File: src/rtl/keypad_matrix_scanner.sv
// ROWSxCOLS keypad scanner: one-cold column drive, per-frame key resolution, debounce, valid/ready events.
// Define KEYPAD_REPEAT_EN to re-emit a held key after REPEAT_DELAY frames and then every REPEAT_RATE frames.
module keypad_matrix_scanner #(
  parameter int ROWS         = 4,
  parameter int COLS         = 4,
  parameter int CLK_DIV      = 50000,
  parameter int DEBOUNCE     = 4,
  parameter int REPEAT_DELAY = 30,
  parameter int REPEAT_RATE  = 8,
  localparam int KW          = $clog2(ROWS*COLS)
) (
  input  logic            clk,
  input  logic            rst_n,
  input  logic [ROWS-1:0] row_in,
  output logic [COLS-1:0] col_out,
  output logic            key_valid,
  input  logic            key_ready,
  output logic [KW-1:0]   key_code,
  output logic            key_held,
  output logic            key_drop
);

  localparam int CW = (COLS > 1) ? $clog2(COLS) : 1;
  localparam int RW = (ROWS > 1) ? $clog2(ROWS) : 1;
  localparam int DW = $clog2(CLK_DIV);
  localparam int NW = $clog2(DEBOUNCE + 1);

  if (CLK_DIV < 2 || DEBOUNCE < 2 || REPEAT_DELAY < 1 || REPEAT_RATE < 1) begin : g_param_check
    $error("keypad_matrix_scanner: CLK_DIV and DEBOUNCE must be >= 2, repeat periods >= 1");
  end

  typedef enum logic [1:0] {ST_IDLE, ST_CONFIRM, ST_HELD, ST_RELEASE} state_t;

  logic [DW-1:0] div;
  logic [CW-1:0] col;
  logic [1:0]    acc_z;
  logic [KW-1:0] acc_code;
  logic [1:0]    cur_z;
  logic [RW-1:0] cur_r;
  logic [KW-1:0] cur_code;
  logic [2:0]    sum_z;
  logic [1:0]    fr_z;
  logic [KW-1:0] fr_code;
  logic          sample, last_col, frame_end;
  logic          fr_none, fr_single, fr_match;

  state_t        state, state_n;
  logic [NW-1:0] cnt, cnt_n, cnt_inc;
  logic [KW-1:0] cand, cand_n;
  logic          emit;

`ifdef KEYPAD_REPEAT_EN
  localparam int PW = $clog2(((REPEAT_DELAY > REPEAT_RATE) ? REPEAT_DELAY : REPEAT_RATE) + 1);
  logic [PW-1:0] rep_cnt, rep_cnt_n, rep_inc;
  logic          rep_first, rep_first_n;
`endif

  always_comb begin
    col_out = '1;
    col_out[col] = 1'b0;
  end

  assign sample    = (div == DW'(CLK_DIV - 1));
  assign last_col  = (col == CW'(COLS - 1));
  assign frame_end = sample && last_col;

  // Zeros seen on the rows for the column currently driven; saturates at 2.
  always_comb begin
    cur_z = 2'd0;
    cur_r = '0;
    for (int r = 0; r < ROWS; r++) begin
      if (!row_in[r]) begin
        if (cur_z == 2'd0) cur_r = RW'(r);
        if (cur_z != 2'd2) cur_z = cur_z + 2'd1;
      end
    end
  end

  assign cur_code  = KW'(int'(cur_r) * COLS + int'(col));
  assign sum_z     = {1'b0, acc_z} + {1'b0, cur_z};
  assign fr_z      = (sum_z > 3'd1) ? 2'd2 : sum_z[1:0];
  assign fr_code   = (acc_z == 2'd1) ? acc_code : cur_code;
  assign fr_none   = (fr_z == 2'd0);
  assign fr_single = (fr_z == 2'd1);
  assign fr_match  = fr_single && (fr_code == cand);

  // Scan stage: divider, column walk and per-frame accumulation
  always_ff @(posedge clk or negedge rst_n) begin
    if (!rst_n) begin
      div      <= '0;
      col      <= '0;
      acc_z    <= 2'd0;
      acc_code <= '0;
    end else if (sample) begin
      div <= '0;
      col <= last_col ? '0 : col + 1'b1;
      if (last_col) begin
        acc_z    <= 2'd0;
        acc_code <= '0;
      end else begin
        acc_z    <= fr_z;
        acc_code <= fr_code;
      end
    end else begin
      div <= div + 1'b1;
    end
  end

  // Debounce stage: FSM evaluated once per frame end
  always_comb begin
    state_n = state;
    cnt_n   = cnt;
    cand_n  = cand;
    emit    = 1'b0;
    cnt_inc = cnt + 1'b1;
`ifdef KEYPAD_REPEAT_EN
    rep_cnt_n   = rep_cnt;
    rep_first_n = rep_first;
    rep_inc     = rep_cnt + 1'b1;
`endif
    if (frame_end) begin
      unique case (state)
        ST_IDLE: begin
          if (fr_single) begin
            cand_n  = fr_code;
            cnt_n   = NW'(1);
            state_n = ST_CONFIRM;
          end
        end
        ST_CONFIRM: begin
          if (fr_match) begin
            cnt_n = cnt_inc;
            if (cnt_inc == NW'(DEBOUNCE)) begin
              emit    = 1'b1;
              state_n = ST_HELD;
`ifdef KEYPAD_REPEAT_EN
              rep_cnt_n   = '0;
              rep_first_n = 1'b0;
`endif
            end
          end else if (fr_single) begin
            cand_n = fr_code;
            cnt_n  = NW'(1);
          end else begin
            state_n = ST_IDLE;
          end
        end
        ST_HELD: begin
          if (fr_match) begin
`ifdef KEYPAD_REPEAT_EN
            if (rep_inc == (rep_first ? PW'(REPEAT_RATE) : PW'(REPEAT_DELAY))) begin
              emit        = 1'b1;
              rep_cnt_n   = '0;
              rep_first_n = 1'b1;
            end else begin
              rep_cnt_n = rep_inc;
            end
`endif
          end else begin
            state_n = ST_RELEASE;
            cnt_n   = NW'(1);
          end
        end
        ST_RELEASE: begin
          if (fr_none) begin
            cnt_n = cnt_inc;
            if (cnt_inc == NW'(DEBOUNCE)) state_n = ST_IDLE;
          end else if (fr_match) begin
            state_n = ST_HELD;
`ifdef KEYPAD_REPEAT_EN
            rep_cnt_n   = '0;
            rep_first_n = 1'b0;
`endif
          end else begin
            cnt_n = NW'(1);
          end
        end
      endcase
    end
  end

  always_ff @(posedge clk or negedge rst_n) begin
    if (!rst_n) begin
      state <= ST_IDLE;
      cnt   <= '0;
      cand  <= '0;
`ifdef KEYPAD_REPEAT_EN
      rep_cnt   <= '0;
      rep_first <= 1'b0;
`endif
    end else begin
      state <= state_n;
      cnt   <= cnt_n;
      cand  <= cand_n;
`ifdef KEYPAD_REPEAT_EN
      rep_cnt   <= rep_cnt_n;
      rep_first <= rep_first_n;
`endif
    end
  end

  assign key_held = (state == ST_HELD) || (state == ST_RELEASE);

  // Event stage: single-entry valid/ready holding register; a busy register drops new events
  always_ff @(posedge clk or negedge rst_n) begin
    if (!rst_n) begin
      key_valid <= 1'b0;
      key_code  <= '0;
      key_drop  <= 1'b0;
    end else begin
      key_drop <= 1'b0;
      if (key_valid && key_ready) begin
        key_valid <= emit;
        if (emit) key_code <= cand_n;
      end else if (emit) begin
        if (key_valid) begin
          key_drop <= 1'b1;
        end else begin
          key_valid <= 1'b1;
          key_code  <= cand_n;
        end
      end
    end
  end

endmodule

File: config.mk
export PLATFORM = sky130hd
export DESIGN_NAME = keypad_matrix_scanner
export DESIGN_NICKNAME = d
export VERILOG_FILES = /design/src/rtl/keypad_matrix_scanner.sv
export SDC_FILE = /design/constraint.sdc
export NUM_CORES = 1
export LEC_CHECK = 0
export ABC_AREA = 0
export BUFFER_PORTS_ARGS = -buffer_cell sky130_fd_sc_hd__buf_4
export CAP_MARGIN = 30
export CORE_MARGIN = 5
export CORE_UTILIZATION = 45
export CTS_CLUSTER_SIZE = 28
export DETAILED_ROUTE_END_ITERATION = 6
export GPL_ROUTABILITY_DRIVEN = 0
export SLEW_MARGIN = 25
export SYNTH_ARGS = -nofsm -noshare
export SYNTH_HDL_FRONTEND = slang
export SYNTH_SLANG_ARGS = --single-unit
File: constraint.sdc
create_clock -name clk -period 2.6 [get_ports clk]
set_input_delay 0.13 -clock clk [delete_from_list [all_inputs] [get_ports clk]]
set_output_delay 0.13 -clock clk [all_outputs]
set_load 0.05 [all_outputs]
==> results.md <==
Power:
- The standby leakage power is 0.00145 uW.
- For this design the ratio of total power to cell area is 373 mW/mm^2.
- The total power after layout is roughly 1200 uW.
- Across the VDD grid, the largest voltage drop is 0.261 mV.

STA:
- Setup violations remaining at the end of the flow were counted as 12.
- The minimum setup slack in the final design is -0.147 ns.
- For the pin with the worst max-slew slack, the measured transition is approximately 0.9 ns.
- Setup repair after global routing could not meet its margin everywhere.
- Of the available clock period, the critical path in the final layout requires 106%.
- The maximum clock skew at final layout is approximately 0.0086 ns.
- The final hold violation count was 0.
- After layout, the minimum clock period comes to about 2.7 ns.
- The normalized max-slew margin is about two fifths.
- The maximum clock rate is about 360 MHz.
- The final number of max-transition violations was 0.

Setup path:
- The kind of capture point of the worst setup path is a flip-flop.
- The data arrival time of the critical path is a little under 3 ns.
- The worst setup path is launched from an input pin.
- The capture point of the worst reg-to-reg path is cand[3].
- The register-to-register path setup slack is 0 ns.
- The critical path is of the in2reg type.
- The startpoint identified for the worst register-to-register timing path is acc_z[0].
- The required time of the critical path is ~2.8 ns.
- Counting cells, the worst reg-to-reg path comes to 7.
- In this run the worst path has a maximum fanout of 4.

Hold path:
- The number of cells traversed by the worst hold path is 3.
- In this run the most critical hold path is launched from key_ready.
- The worst hold path terminates at key_drop.
- In this run the worst hold path is classified as in2reg.

Floorplanning:
- The floorplan has 26 rows.
- From bottom edge to top edge, the die measures between 80 and 90 um.
- The die extent in x is 83.4 um.
- The die area is 0.00695 mm^2.
- The count of boundary I/O pins is 18.
- The area inside the core boundary is 0.00517 mm^2.
- Once the floorplan was initialized, standard cells occupied 46.8% of the core.

Logic synthesis:
- The combinational family with the most area after synthesis is simple AND/OR/NAND/NOR gates.
- The most used flip-flop cell after synthesis is dfrtp_1.
- The area share of the largest cell type after synthesis is approximately 40%.
- After synthesis, the cell types taking the most area are dfrtp_1, ha_1, xor2_1, inv_1, nor2_1.
- The portion of synthesized area spent on multiplexers is roughly 4.2%.
- The synthesized area per cell is between 9 and 10 um^2.
- The simple logic cell fraction of the synthesized area is 23.8%.
- The post-synthesis xor/xnor area fraction is slightly above 6%.
- The share of the Yosys chip area taken by registers is 40.3%.
- Counting every net in the synthesized netlist gives 267.
- The total of warnings raised by yosys is 0.
- The gate count after technology mapping is between 200 and 250.
- The count of flip-flops with a built-in enable after synthesis is 0.
- The biggest area contributor in the post-synthesis netlist is dfrtp_1.
- The post-synthesis register bit count is 39.
- The netlist uses 54 different library cells.
- The commonest cells after synthesis are dfrtp_1, inv_1, nor2_1, nand3_1.
- The share of flip-flops with an asynchronous set or reset after synthesis is 100%.
- dfrtp_1 is the most common cell in the netlist.
- The adder and majority cell fraction of the synthesized area is under 10%.
- The synthesized netlist devotes 14.0% of its cell area to compound gates.
- The mapped netlist covers 0.00242 mm^2.

Clock network:
- The clock reaches the later pin of the worst-skew pair after approximately 0.3 ns.
- The tree built by TritonCTS fans out to 39 sinks.
- TritonCTS built the clock tree.
- The number of levels the H-tree was split into is 2.
- The master cell of the clock root buffer is clkbuf_8.
- The number of clock buffers added by TritonCTS is 5.
- The clock passes through at most 2 buffers.
- The post-CTS clock slew at the launch and capture registers of the worst setup and hold paths is 0.09 ns.

Place:
- In this run, placement finished with an instance count of 365.
- Buffers placed on the I/O ports in this run total 17.
- The placed standard-cell area is ~0.0029 mm^2.
- Summed over all nets, the half-perimeter wirelength after detailed placement is 4.17 mm.

Finish:
- The number of antenna diodes is 0.
- The filler cells instantiated in the layout total between 400 and 500.
- Registers take 976 um^2.
- Leaving out filler cells and counting taps, the final layout contains around 380.
- The finished cells cover 0.00314 mm^2.
- The net count of the finished layout is ~330.
- The core occupancy in the finished layout is about three fifths.
- Relative to the synthesized area, the layout overhead comes to 29.6%.
- Summing all multi-input logic gate instances after layout gives roughly 0.0014 mm^2.
- The layout cell share with drive strength beyond 1 is 31.5%.

Detailed routing:
- The count of unresolved DRC violations after routing is 0.
- For this block, wires on met1 add up to between 2 and 3 mm.
- The final routed wirelength across all metal layers is about 5.6 mm.
- The detailed-routed wire length on met2 is between 2 and 3 mm.
- The highest layer touched by signal routing is met4.
- The detailed router placed approximately 2000 vias in this run.
- For this run, the detailed router's first-pass iteration total came to 4.
- The starting DRC count in detailed routing is 82.
- Dividing the detail-routed via count by the number of cells gives ~5.2.
- The mean routed wirelength per cell is roughly 15 um.
- The met3 wirelength from detailed routing is 178 um.
- In this run the remaining antenna-violating nets after routing total 0.

GRT:
- The wire length of the first global-routing pass is roughly 9.6 mm.
- Entering global routing, the biggest net connects 40 pins.
- The via count of the first global-routing pass came to just over 2000.
- The number of antenna violations at the first check in global routing was 0.
- After global routing the overflow that remains totals 0.
- Global routing used between 15 and 20% of the available tracks.

Outcome:
- The flow ran to the end, but the final reports show violations.
- The final reports fail on setup timing.

Job:
- The tool flagged a number of max-cap violations equal to 0.
[sequential cells by signal, summed over array words and instances, names as in the netlist]
name and cells:
key_code 4, cand 4, cnt 3, div 16
acc_z 2, col 2, key_drop 1, state 2
key_valid 1, acc_code 4
[critical path, cell delays in order]
cell	delay, ns
buf_8	0.10
inv_6	0.05
ha_4	0.19
o32ai_2	0.24
nor2_1	0.06
a31oi_1	0.15
ha_2	0.20
inv_2	0.03
fa_1	0.51
nand2_2	0.09
nor4b_4	0.26
mux2i_4	0.15
nor4_4	0.30
buf_4	0.20
a211o_1	0.17
a22oi_1	0.09
[cell families after synthesis]
family,after synthesis
AOI/OAI and AO/OA,47
muxes,9
DFF,39
adders and majority gates,14
buffers and inverters,26
and+or+nand+nor,95
xor gates and xnor gates,16
[area by class of cell]
type | count | area share [%]
Multi-Input combinational cell | 181 | 45.7
Sequential cell | 39 | 31.1
Timing Repair Buffer | 61 | 15.2
Tap cell | 70 | 2.79
Inverter | 19 | 2.59
Clock buffer | 6 | 2.31
Clock inverter | 2 | 0.399
[placed cells by master (no fill, tap or decap), types with 3 or more instances in the layout]
master    Yosys  layout
buf_4         0      58
dfrtp_1      39      39
nor2_1       19      19
inv_1        19      16
nand3_1      14      13
o21ai_0      13      12
nand2_1      13      12
ha_1         13      11
xor2_1       10      10
nand2b_1      9       9
a21oi_1       9       9
and3_1        7       7
xnor2_1       5       5
clkbuf_8      0       5
o22ai_1       4       4
nor4_4        2       3
nor4_1        3       3
nor3_1        5       3
o21a_1        3       3
mux2_2        4       3
a22oi_1       3       3
[metrics by stage]
stage               hold slack [ns]  setup WS, ns  setup TNS [ns]
CTS                           0.161        -0.186           -1.29
finish                        0.202        -0.147           -1.18
global route                  0.197        -0.289           -2.87
floorplan                    -0.166        -0.388           -3.15
global placement              0.141        -0.508           -5.70
detailed placement            0.141        -0.642           -7.09
[per-layer routing]
layer	vias up	GRT usage [%]
met3	6	3.37
li1	995	-
met4	0	5.20
met2	27	26.7
met5	-	0
met1	948	23.4
[power by group]
part / total (uW) / internal (uW) / switching [uW]
logic: 146 / 71.5 / 74.4
clock network: 414 / 188 / 226
registers: 610 / 608 / 1.93
total: 1170 / 867 / 302
[timing repair]
item | CTS | global route
pin swaps | 5 | 3
buffers inserted | 3 | 1
endpoints found under the hold margin | 39 | 0
hold buffers | 1 | 0
gates resized for setup | 11 | 8
endpoints found under the setup margin | 12 | 14
[how the worst max path moves through the flow]
stage              start     endpoint  slack [ns]  cells past startpoint
2_1_floorplan  row_in[0]  key_code[1]       -0.39                     14
3_3_place_gp   row_in[0]  key_code[1]       -0.51                     15
3_5_place_dp   row_in[1]  key_code[1]       -0.64                     15
4_1_cts        row_in[0]      cand[3]       -0.19                     15
5_1_grt        row_in[1]     state[0]       -0.29                     16
6_report       row_in[1]     state[0]       -0.15                     16
No activity file was read; power rests on OpenSTA's default activity.
